`src/rtl/svga_pkg.sv`:
```
// Shared SVGA text-path definitions: screen coordinate widths, glyph defaults,
// glyph ROM address packing and the per-pixel tap carried alongside the ROM read.
package svga_pkg;

    localparam int COORD_W     = 10;
    localparam int CALC_W      = 12;
    localparam int GLYPH_W_DEF = 16;
    localparam int GLYPH_H_DEF = 16;

    // Pixel attributes that must wait for the glyph ROM byte.
    typedef struct packed {
        logic       in_box;
        logic       blank;
        logic [2:0] bit_idx;
    } tap_t;

    // Glyph ROM address is {code, row, byte}, most significant first.
    function automatic int unsigned rom_pack(int unsigned code, int unsigned row,
                                             int unsigned byte_sel, int row_w, int byte_w);
        return (code << (row_w + byte_w)) | (row << byte_w) | byte_sel;
    endfunction

endpackage

```
`src/rtl/text_buf.sv`:
```
// Character buffer: NCHAR entries of {blink, code}, one write port and one
// combinational read port. Entries reset to identity codes with blink cleared.
module text_buf
    import svga_pkg::*;
#(
    parameter int NCHAR  = 16,
    parameter int CODE_W = 5,
    localparam int IDX_W = $clog2(NCHAR)
) (
    input  logic              clk,
    input  logic              rst_n,
    input  logic              wr_en,
    input  logic [IDX_W-1:0]  wr_idx,
    input  logic [CODE_W-1:0] wr_code,
    input  logic              wr_blink,
    input  logic [IDX_W-1:0]  rd_idx,
    output logic [CODE_W-1:0] rd_code,
    output logic              rd_blink
);

    logic [CODE_W:0] ent_d [NCHAR];
    logic [CODE_W:0] ent_q [NCHAR];

    always_comb begin
        for (int i = 0; i < NCHAR; i++) begin
            ent_d[i] = ent_q[i];
        end
        if (wr_en) begin
            ent_d[wr_idx] = {wr_blink, wr_code};
        end
    end

    always_ff @(posedge clk or negedge rst_n) begin
        if (!rst_n) begin
            for (int i = 0; i < NCHAR; i++) begin
                ent_q[i] <= {1'b0, CODE_W'(i)};
            end
        end else begin
            for (int i = 0; i < NCHAR; i++) begin
                ent_q[i] <= ent_d[i];
            end
        end
    end

    // Reads see the registered contents, so a same-edge write is visible next edge.
    assign rd_code  = ent_q[rd_idx][CODE_W-1:0];
    assign rd_blink = ent_q[rd_idx][CODE_W];

endmodule

```
`src/rtl/text_overlay.sv`:
```
// Scaled, blinking text string renderer: maps scan position to a glyph ROM
// address, then combines the returned byte with delayed attributes into a pixel.
module text_overlay
    import svga_pkg::*;
#(
    parameter int NCHAR      = 16,
    parameter int CODE_W     = 5,
    parameter int GLYPH_W    = GLYPH_W_DEF,
    parameter int GLYPH_H    = GLYPH_H_DEF,
    parameter int SCALE_W    = 2,
    parameter int ROM_LAT    = 1,
    parameter int BLINK_LOG2 = 5,
    localparam int IDX_W  = $clog2(NCHAR),
    localparam int ROW_W  = $clog2(GLYPH_H),
    localparam int BYTE_W = (GLYPH_W == 16) ? 1 : 0,
    localparam int ADDR_W = CODE_W + ROW_W + BYTE_W
) (
    input  logic               clk,
    input  logic               rst_n,
    input  logic [COORD_W-1:0] x_pos,
    input  logic [COORD_W-1:0] y_pos,
    input  logic [COORD_W-1:0] x0,
    input  logic [COORD_W-1:0] y0,
    input  logic [SCALE_W-1:0] scale,
    input  logic               wr_en,
    input  logic [IDX_W-1:0]   wr_idx,
    input  logic [CODE_W-1:0]  wr_code,
    input  logic               wr_blink,
    input  logic               frame_tick,
    output logic [ADDR_W-1:0]  rom_addr,
    input  logic [7:0]         rom_data,
    output logic               pixel,
    output logic               in_box
);

    localparam int COL_W = $clog2(GLYPH_W);

    logic [CALC_W-1:0] dx, dy, sx, sy;
    logic [31:0]       box_w, box_h;
    logic              hit;
    logic [IDX_W-1:0]  char_idx;
    logic [CODE_W-1:0] rd_code;
    logic              rd_blink;

    // Compare against 32-bit limits so large scales never alias back into the box.
    always_comb begin
        dx       = CALC_W'(x_pos) - CALC_W'(x0);
        dy       = CALC_W'(y_pos) - CALC_W'(y0);
        box_w    = 32'(NCHAR * GLYPH_W) << scale;
        box_h    = 32'(GLYPH_H) << scale;
        hit      = (x_pos >= x0) && (y_pos >= y0) && (32'(dx) < box_w) && (32'(dy) < box_h);
        sx       = dx >> scale;
        sy       = dy >> scale;
        char_idx = sx[COL_W +: IDX_W];
    end

    logic unused_bits;
    assign unused_bits = ^{sx[CALC_W-1:COL_W+IDX_W], sy[CALC_W-1:ROW_W]};

    text_buf #(
        .NCHAR  (NCHAR),
        .CODE_W (CODE_W)
    ) u_buf (
        .clk      (clk),
        .rst_n    (rst_n),
        .wr_en    (wr_en),
        .wr_idx   (wr_idx),
        .wr_code  (wr_code),
        .wr_blink (wr_blink),
        .rd_idx   (char_idx),
        .rd_code  (rd_code),
        .rd_blink (rd_blink)
    );

    logic [ADDR_W-1:0]     rom_addr_d, rom_addr_q;
    tap_t                  tap_a_d, tap_a_q;
    logic [BLINK_LOG2-1:0] blink_d, blink_q;

    always_comb begin
        rom_addr_d = '0;
        tap_a_d    = '0;
        if (hit) begin
            rom_addr_d = ADDR_W'(rom_pack(32'(rd_code), 32'(sy[ROW_W-1:0]),
                                          (GLYPH_W == 16) ? 32'(sx[3]) : 32'd0,
                                          ROW_W, BYTE_W));
            tap_a_d.in_box  = 1'b1;
            tap_a_d.blank   = rd_blink & blink_q[BLINK_LOG2-1];
            tap_a_d.bit_idx = sx[2:0];
        end
        blink_d = blink_q + BLINK_LOG2'(frame_tick);
    end

    tap_t tap_d [ROM_LAT];
    tap_t tap_q [ROM_LAT];

    always_comb begin
        tap_d[0] = tap_a_q;
        for (int i = 1; i < ROM_LAT; i++) begin
            tap_d[i] = tap_q[i-1];
        end
    end

    tap_t tap_b;
    logic pixel_d, pixel_q, in_box_d, in_box_q;

    // Bit 7 of the ROM byte is the leftmost pixel of its 8-pixel group.
    assign tap_b = tap_q[ROM_LAT-1];
    always_comb begin
        pixel_d  = tap_b.in_box & ~tap_b.blank & rom_data[3'd7 - tap_b.bit_idx];
        in_box_d = tap_b.in_box;
    end

    always_ff @(posedge clk or negedge rst_n) begin
        if (!rst_n) begin
            rom_addr_q <= '0;
            tap_a_q    <= '0;
            blink_q    <= '0;
            pixel_q    <= 1'b0;
            in_box_q   <= 1'b0;
            for (int i = 0; i < ROM_LAT; i++) begin
                tap_q[i] <= '0;
            end
        end else begin
            rom_addr_q <= rom_addr_d;
            tap_a_q    <= tap_a_d;
            blink_q    <= blink_d;
            pixel_q    <= pixel_d;
            in_box_q   <= in_box_d;
            for (int i = 0; i < ROM_LAT; i++) begin
                tap_q[i] <= tap_d[i];
            end
        end
    end

    assign rom_addr = rom_addr_q;
    assign pixel    = pixel_q;
    assign in_box   = in_box_q;

endmodule

```
`config.mk`:
```
export PLATFORM = sky130hd
export DESIGN_NAME = text_overlay
export DESIGN_NICKNAME = d
export VERILOG_FILES = /design/src/rtl/svga_pkg.sv /design/src/rtl/text_buf.sv /design/src/rtl/text_overlay.sv
export SDC_FILE = /design/constraint.sdc
export NUM_CORES = 1
export LEC_CHECK = 0
export ABC_CLOCK_PERIOD_IN_PS = 1300
export BUFFER_PORTS_ARGS = -buffer_cell sky130_fd_sc_hd__buf_2
export CAP_MARGIN = 15
export CORE_ASPECT_RATIO = 0.9
export CORE_MARGIN = 2
export CORE_UTILIZATION = 48
export DETAILED_ROUTE_END_ITERATION = 12
export GPL_TIMING_DRIVEN = 0
export PLACE_DENSITY = 0.7
export SYNTH_ARGS = -nofsm -noshare
export SYNTH_HDL_FRONTEND = slang
export SYNTH_SLANG_ARGS = --single-unit
```
`constraint.sdc`:
```
create_clock -name clk -period 1.3 [get_ports clk]
set_input_delay 0.26 -clock clk [delete_from_list [all_inputs] [get_ports clk]]
set_output_delay 0.26 -clock clk [all_outputs]
set_load 0.005 [all_outputs]
```
; ---- Word level (Yosys, flattened, before mapping)
; Index checks and enable logic that the tools add are counted.
[totals]
input_bits = 64
out_inout_bits = 12
register_bits = 123
[op_classes]
mux = 10
reduce_logical = 4
bitwise_logic = 8
order_cmp = 8
add_sub_neg = 4
n_shift = 4
[op_table]
columns = op, count
row1 = $bwmux W96, 1
row2 = $lt A12 B32 Y1, 2
row3 = $shl A5 B2 Y32 const A, 1
row4 = $shl A9 B2 Y32 const A, 1
row5 = $bmux W6 S4, 1
row6 = $demux W6 S4, 1
row7 = $sub A10 B10 Y11, 2
row8 = $ge A10 B10 Y1, 2
row9 = $mux W6, 3
row10 = $shr A12 B2 Y4, 1
row11 = $shr A12 B2 Y8, 1
row12 = $ge A5 B5 Y1 const B, 2
row13 = $mux W10, 1
row14 = $not A4 Y5, 2
row15 = $or A10 B1 Y10, 1
row16 = $or A10 B5 Y10, 1
row17 = $add A5 B1 Y5, 1
row18 = $lt A5 B1 Y1 const B, 1
row19 = $mux W5, 1
row20 = $logic_and A1 B1 Y1, 4
row21 = $lt A3 B4 Y1 const B, 1
row22 = $and A1 B1 Y1, 3
row23 = $bmux W1 S3, 1
row24 = $sub A3 B3 Y3 const A, 1
row25 = other kinds (2), 2

; ---- Depth between registers and ports, before layout
; Gate-level depths: netlist of the first run.
[logic_depth]
depth_word = 9
ltp_mapped = 20
depth_no_buf = 19

; ---- Cells and area by module
; A second synthesis of the first run with hierarchy kept.
[hier_totals]
cells_unflattened = 567
area_unflattened_um2 = 6975.4
[by_module_without_submodules]
columns = module, seq_area_each_um2, cells_per_inst, area_per_inst_um2, instances
row1 = text_buf, 2442.3, 280, 4424.2, 1
row2 = text_overlay, 675.6, 287, 2551.2, 1

; ---- Least setup slack after synthesis of the first run
; Ideal clock, no wire load.
[synth_timing]
path_type = input -> register
startpoint = in x_pos[0]
endpoint = reg rom_addr_q[5] (netlist: rom_addr[5])
setup_time_ps = 66
stages = 20
setup_slack_ps = -2291
t_arrival_ps = 3525
required_ps = 1234
cell_sequence = inv_1 > ha_1 > inv_1 > fa_1 > a211oi_1 > nor3_1 > nor2_1 > xnor2_1 > inv_1 > ha_1 > o21a_1 > o21a_1 > o21ai_0 > nand4_1 > a31oi_1 > nand4_1 > buf_2 > nand2b_1 > nor2_1 > a221o_1
[synth_between]
elab_chain_len = 9
[synth_lines]
columns = element, line_no
row1 = start: declaration, text_overlay.sv:20  ; input logic [COORD_W-1:0] x_pos,
row2 = $sub A10 B10 Y11, text_overlay.sv:47  ; dx = CALC_W'(x_pos) - CALC_W'(x0);
row3 = $shr A12 B2 Y8, text_overlay.sv:52  ; sx = dx >> scale;
row4 = $not A4 Y5 (not written as such), text_buf.sv:46  ; assign rd_code = ent_q[rd_idx][CODE_W-1:0];
row5 = $bmux W6 S4, text_buf.sv:46
row6 = $mux W6 (not written as such) (2 in series), text_buf.sv:46
row7 = $or A10 B5 Y10, svga_pkg.sv:20  ; return (code << (row_w + byte_w)) | (row << byte_w) | byte_sel;
row8 = $or A10 B1 Y10, svga_pkg.sv:20
row9 = $mux W10 (*), text_overlay.sv:82  ; if (hit) begin
row10 = net rom_addr_d[5], text_overlay.sv:75  ; logic [ADDR_W-1:0] rom_addr_d, rom_addr_q;
row11 = end signal: assignment, text_overlay.sv:124  ; rom_addr_q <= rom_addr_d;
row12 = end: declaration, text_overlay.sv:75
; Mark *: on every way through the listed nets, which the timed path passes. The rest lies on a longest branch. The select of a mux whose other input is x is not followed.
; A chain may end at the register's enable or synchronous reset.

; ---- Worst setup path after layout of the first run
[layout_timing]
startpoint = in x_pos[0]
endpoint = reg rom_addr_q[8] (netlist: rom_addr[8])
; The elaborated chain is that of the path after synthesis.

==> flow_summary_export.csv, run 1 <==
group,metric,value,unit
status,status,"finished with violations",
status,violations,"negative setup slack",
clock_tree,clkTransAtPathRegs,0.06,ns
timing,finalWorstSetupSlack,-2.05,ns
setup_path,path_class,"in2reg",
global_routing,grt_overflow,0,
setup_path,worstPathCellList,"buf_8 > inv_12 > ha_4 > inv_2 > fa_2 > a211oi_2 > nor3_2 > nor2_2 > xnor2_2 > inv_2 > ha_4 > o21a_1 > o21a_1 > o21ai_2 > nand4_1 > a31oi_1 > nand4_1 > buf_6 > nor3_4 > a22o_1 > a221o_1",
yosys,synthSimpleGateAreaFrac,9.45,%
routing,firstDrtPassIters,5,
yosys,muxShareOfSynthArea,24.0,%
routing,viasPerCell,5.54,
placed_design,place_congestion,0.856,
die,initial_core_util,48.9,%
timing,skew,0.00707,ns
power_and_ir_drop,power.share.combinational,25.8,%
timing,tightest_slew,0.677,ns
power_and_ir_drop,power,14.1,mW
placed_design,io_buffers,74,
clock_tree,cts_tree,"built",
yosys,synthAdderAreaFrac,5.82,%
global_routing,antenna_found_initial,0,
timing,hold_viol_final,0,
clock_tree,clock_latency,0.42,ns
setup_path,path_max_fanout,5,
die,io_pins,76,
setup_path,required,1.64,ns
timing,rsz0062_at_grt,"yes",
yosys,ys_async_sr_fraction,100,%
placed_design,dp_hpwl,12000,um
clock_tree,cts.sinks,123,
cells_and_area,diodes,0,
timing,final.min_clock_period,3.35,ns
power_and_ir_drop,clkPwrFrac,37.1,%
global_routing,grt_pass1_vias,5462,
die,placementRows,42,
clock_tree,cts_buffer_depth,2,
setup_path,start_kind,"input pin",
cells_and_area,syn2layout_area_growth,25.5,%
power_and_ir_drop,sw_frac_of_total,28.5,%
power_and_ir_drop,intPower,10.1,mW
die,die_area,15900,um2
power_and_ir_drop,p_sw,4.01,mW
timing,relSlewSlack,54.6,%
cells_and_area,final_layout_size_suffix_gt1_share,44.7,%
timing,setup_violations,15,
yosys,synthFlopType,"dfrtp_1",
routing,wl,17000,um
routing,num_vias,5309,
timing,fmax,298,MHz
timing,finalSetupTns,-26.61,ns
power_and_ir_drop,p_leak,4.01,nW
global_routing,grt_usage,22.1,%
yosys,synth_top_area_share,31.9,%
routing,drtIter0Drc,331,
power_and_ir_drop,pwr-share-seq,37.1,%
worst_hold_path,worstHoldPathType,"in2reg",
cells_and_area,fillers,1211,
yosys,yosys.cell_types.count,62,
cells_and_area,final_core_util,61.3,%
routing,drc,0,
yosys,synth_xor_area_share,1.84,%
yosys,yosys_register_bits,123,
yosys,synth_compound_area_share,11.6,%
yosys,yosysWarningCount,0,
global_routing,grt_pass1_wl,27600,um
yosys,syn_area,7140,um2
timing,fin_crit_sh,258,%
setup_path,cp.arrival,3.70,ns
cells_and_area,fin_nets,843,
clock_tree,clockRootBuffer,"clkbuf_16",
yosys,synth_nets,727,
routing,ant_nets,0,
die,die_h,120,um
yosys,netlist_top_cells_area,"dfrtp_1, mux2_2, dfstp_2",
setup_path,endpoint_kind,"flop",
timing,hold-worst-slack,0.0777,ns
yosys,synth-edff-count,0,
global_routing,grt_max_degree,96,
die,die_w,133,um
die,core,14600,um2
yosys,yosys.area.top_type,"dfrtp_1",
power_and_ir_drop,powerDensity,1570,nW/um2
flow_run,cap_violations,0,
yosys,syn_avg_cell_area,11.3,um2
setup_path,max_stage_delay,0.35,ns
power_and_ir_drop,peakVddDrop,1100,uV
routing,avgRoutedWirePerCell,17.7,um
yosys,synthCells,631,
timing,slew_violations,0,
yosys,synth_top_family_by_area,"multiplexers",
yosys,ys_seq_area_share,43.7,%
clock_tree,htree_levels,4,
setup_path,reg2reg_slack,-0.22,ns
clock_tree,cts_buffers,17,
setup_path,cp_slowest_cell,"fa_2",
worst paths after layout:
| check | end | cells past startpoint | from |
|---|---|---|---|
| max in group asynchronous | u_buf.ent_q[7] | 3 | rst_n |
| hold reg to reg | tap_b[0] | 0 | tap_a_q[0] |
| min in group asynchronous | rom_addr[8] | 2 | rst_n |
| setup / recovery | rom_addr[8] | 21 | x_pos[0] |
| setup reg to reg | tap_a_q[3] | 5 | u_buf.ent_q[83] |
| hold / removal | blink_q[0] | 2 | frame_tick |
critical path: cells and delay by family:
kind / cells / cell delay, ns
fa+ha+maj: 3 / 0.68
buf+inv: 5 / 0.42
compound gates: 7 / 1.32
simple gates: 5 / 0.85
xor+xnor: 1 / 0.16
cells by family (layout without fill, tap and decap cells):
group,after synthesis,count (layout)
compound gates,110,110
xor+xnor,15,15
fa+ha+maj,32,32
buf+inv,57,186
flops,123,123
mux,156,156
simple gates,138,138
through the flow:
step | std cells | setup WS, ns | area (um2)
2_1_floorplan | 631 | -2.07 | 7230
3_3_place_gp | 903 | -2.89 | 7840
3_5_place_dp | 904 | -2.93 | 7880
4_1_cts | 955 | -1.92 | 8900
5_1_grt | 958 | -2.21 | 8960
6_report | 958 | -2.05 | 8960
layer usage:
metal  GRT usage [%]  routed length, um  up-vias
li1                -                  -     2515
met1            29.6               7970     2650
met2            35.2               8030      121
met3            6.04                755       23
met4            6.59                213        0
met5               0                  0        -
flip-flops by register name, indices dropped and copies added (netlist names):
signal,count
rom_addr,10
in_box,1
in_box_d,1
tap_b,4
tap_a_q,5
pixel,1
blink_q,5
u_buf.ent_q,96
synth_stat cells, types with 5 or more instances:
master / n
nor2b_1: 16
a21oi_1: 29
nand3_1: 10
ha_1: 30
dfstp_2: 32
clkbuf_1: 15
mux2i_1: 54
dfrtp_1: 91
a221o_1: 5
mux2_2: 100
inv_1: 30
a211oi_2: 5
a22o_1: 5
o21a_1: 8
nand2b_1: 9
nor2_1: 49
nor3_1: 7
o21ai_0: 18
a211oi_1: 11
nand2_1: 25
xnor2_1: 11
a31oi_1: 5
power by group through the flow:
stage / logic, mW / clock network (mW) / registers, mW
floorplan: 2.48 / 0 / 5.13
global placement: 3.10 / 0 / 5.22
detailed placement: 3.23 / 0 / 5.28
CTS: 3.56 / 5.25 / 5.22
global route: 3.96 / 5.46 / 5.33
finish: 3.64 / 5.22 / 5.23
placed cells by master, fill, tap and decap left out, types with 10 or more instances in the layout:
cell type	count
a21oi_1	23
buf_2	75
buf_4	22
clkbuf_1	14
clkbuf_16	17
dfrtp_1	91
dfstp_2	32
ha_1	24
inv_1	26
mux2_2	100
mux2i_1	54
nand2_1	25
nor2_1	36
nor2_2	12
nor2b_1	14
o21ai_0	13
xnor2_1	10
layout make-up:
cell class	instances	area, um2	share of cell area [%]
multi-input combinational	451	4060	45.3
clock buffer	18	439	4.90
clock inverter	14	220	2.46
timing repair buffer	98	594	6.63
inverter	31	129	1.44
sequential	123	3120	34.8
buffer	25	155	1.73
tap	198	248	2.77
timing repair:
action | 4_1_cts | 5_1_grt
gates cloned | 1 | 0
setup buffers | 18 | 3
pin swaps | 28 | 6
gates resized for setup | 47 | 11
hold buffers | 1 | 0
setup endpoints to repair | 20 | 28
endpoints found under the hold margin | 28 | 0
Power figures use the tool's default switching activity.
==> run 2, diff against run 1 <==
--- a/config.mk
+++ b/config.mk
@@ -14,6 +14,7 @@
 export DETAILED_ROUTE_END_ITERATION = 12
 export GPL_TIMING_DRIVEN = 0
 export PLACE_DENSITY = 0.7
+export SKIP_LAST_GASP = 1
 export SYNTH_ARGS = -nofsm -noshare
 export SYNTH_HDL_FRONTEND = slang
 export SYNTH_SLANG_ARGS = --single-unit
==> run 2 against run 1 <==
The run still ends with negative setup slack left. Final area about the same. Register-to-register slack about the same. Fmax up 0.20%. Utilization down 0.051 points. Worst setup slack better by 0.0068 ns. Critical path type unchanged. Critical endpoint unchanged. Largest power group unchanged. Highest routed layer unchanged.
==> flow_summary_export.csv, run 2 (synthesis results as in run 1) <==
group,metric,value,unit
setup_path,endpoint_kind,"flop",
cells_and_area,final-seq-area,3120,um2
status,violations,"negative setup slack",
clock_tree,cts.sinks,123,
power_and_ir_drop,pwr-share-seq,37.1,%
power_and_ir_drop,intPower,10.1,mW
setup_path,path_max_fanout,6,
clock_tree,clkTransAtPathRegs,0.06,ns
flow_run,cap_violations,0,
power_and_ir_drop,power.share.combinational,25.8,%
setup_path,worstPathCellList,"buf_2 > inv_1 > ha_4 > nand4_1 > o22a_2 > a31oi_4 > o21ai_2 > nand2b_1 > xnor2_1 > ha_1 > o21a_1 > o21a_1 > o21ai_2 > nand4_1 > a31oi_1 > nand4_1 > buf_6 > nor3_4 > a22o_1 > a221o_1",
global_routing,grt_overflow,0,
cells_and_area,fin_nets,843,
global_routing,grt_max_degree,96,
cells_and_area,mostFrequentLayoutCells,"mux2_2, dfrtp_1, buf_2",
timing,relSlewSlack,55.3,%
setup_path,start_kind,"input pin",
setup_path,required,1.64,ns
power_and_ir_drop,p_leak,4.01,nW
die,die_area,15900,um2
routing,viasPerCell,5.56,
cells_and_area,diodes,0,
cells_and_area,final_core_util,61.3,%
setup_path,max_stage_delay,0.31,ns
power_and_ir_drop,clkPwrFrac,37.0,%
power_and_ir_drop,powerDensity,1570,nW/um2
power_and_ir_drop,p_sw,4.01,mW
clock_tree,cts_buffers,17,
placed_design,io_buffers,74,
power_and_ir_drop,sw_frac_of_total,28.5,%
routing,avgRoutedWirePerCell,17.7,um
setup_path,cp_slowest_cell,"ha_4",
power_and_ir_drop,peakVddDrop,1090,uV
global_routing,use_met3,6.04,%
timing,tightest_slew,0.668,ns
global_routing,grtUsageMet1,29.6,%
global_routing,grt_pass1_wl,27600,um
cells_and_area,largest_reg_flops,96,
placed_design,placed_cells,904,
global_routing,grt_usage,22.1,%
timing,fin_crit_sh,257,%
timing,rsz0062_at_grt,"yes",
die,die_h,120,um
placed_design,dp_slack,-2.93,ns
die,placementRows,42,
cells_and_area,final_common_cell,"mux2_2",
worst_hold_path,worstHoldPathType,"in2reg",
timing,skew,0.00730,ns
setup_path,path_class,"in2reg",
routing,drtIter0Drc,328,
die,core,14600,um2
clock_tree,cts_buffer_depth,2,
timing,fmax,299,MHz
cells_and_area,syn2layout_area_growth,25.4,%
placed_design,dp_hpwl,12000,um
die,die_w,133,um
status,status,"finished with violations",
global_routing,use_met2,35.2,%
global_routing,grt_pass1_vias,5462,
timing,hold_viol_final,0,
clock_tree,cts_tree,"built",
routing,drc,0,
setup_path,cp.arrival,3.69,ns
placed_design,place_congestion,0.856,
die,io_pins,76,
cells_and_area,instances_no_fill,958,
routing,ant_nets,0,
timing,setup_violations,20,
power_and_ir_drop,power,14.1,mW
timing,final.min_clock_period,3.35,ns
clock_tree,htree_levels,4,
cells_and_area,regMostFlops,"u_buf.ent_q",
cells_and_area,final_layout_size_suffix_gt1_share,44.3,%
clock_tree,clock_latency,0.42,ns
routing,wl,17000,um
global_routing,antenna_found_initial,0,
setup_path,cp_common_cell,"nand4_1",
die,initial_core_util,48.9,%
routing,num_vias,5325,
cells_and_area,fillers,1214,
timing,slew_violations,0,
cells_and_area,multi_input_area,4050,um2
timing,finalWorstSetupSlack,-2.05,ns
clock_tree,clockRootBuffer,"clkbuf_16",
global_routing,grt.busiest_layer,"met2",
routing,firstDrtPassIters,4,
run 2: cell count changes in the layout (fill, tap and decap cells not counted):
cell,before,now
nor2_1,36,39
nor2_2,12,9
run 2: per-stage QoR:
step | cell area, um2 | TNS (ns) | hold WS (ns)
after floorplan | 7230 | -28.07 | -0.0356
after detailed placement | 7880 | -68.78 | 0.150
final | 8950 | -26.72 | 0.0741
after global routing | 8950 | -28.82 | 0.0830
after CTS | 8900 | -24.78 | 0.0662
after global placement | 7840 | -218.05 | 0.341
run 2: routing by layer:
metal	up-vias	share of wire (%)
met5	-	0
met4	0	1.3
met3	29	4.6
met2	142	47
met1	2637	47
li1	2517	-
run 2: repair_timing:
action,CTS,global route
pin swaps,28,6
resized for setup,46,9
buffers inserted,18,3
cloned,1,0
endpoints found under the setup margin,20,33
hold endpoints to repair,28,0
hold buffers,1,0
run 2: final timing paths:
kind | to | slack, ns | depth (start not counted) | start
max in group asynchronous | u_buf.ent_q[7] | 0.25 | 3 | rst_n
min | blink_q[0] | 0.07 | 2 | frame_tick
min in group asynchronous | rom_addr[8] | 0.28 | 2 | rst_n
max | rom_addr[8] | -2.05 | 20 | x0[2]
max reg2reg | tap_a_q[3] | -0.23 | 5 | u_buf.ent_q[83]
min reg2reg | tap_b[0] | 0.35 | 0 | tap_a_q[0]
run 2: critical path: cells and delay by family:
| kind | cells | cell delay [ns] |
|---|---|---|
| AOI/OAI and AO/OA | 9 | 1.63 |
| xor gates and xnor gates | 1 | 0.12 |
| adders and majority gates | 2 | 0.57 |
| buffers and inverters | 3 | 0.29 |
| and+or+nand+nor | 5 | 0.82 |
run 2: layout make-up:
cell class / count / area share, %
inverters: 31 / 1.44
multi-input cells: 451 / 45.2
well taps: 198 / 2.77
clock buffers: 18 / 4.91
flip-flops and latches: 123 / 34.8
repair buffers: 98 / 6.64
plain buffers: 25 / 1.73
clock inverters: 14 / 2.46
run 2: power by group through the flow:
stage	Clock (mW)	Sequential, mW	Combinational (mW)
finish	5.22	5.23	3.64
global route	5.46	5.33	3.96
CTS	5.25	5.22	3.56
detailed placement	0	5.28	3.23
global placement	0	5.22	3.10
floorplan	0	5.13	2.48
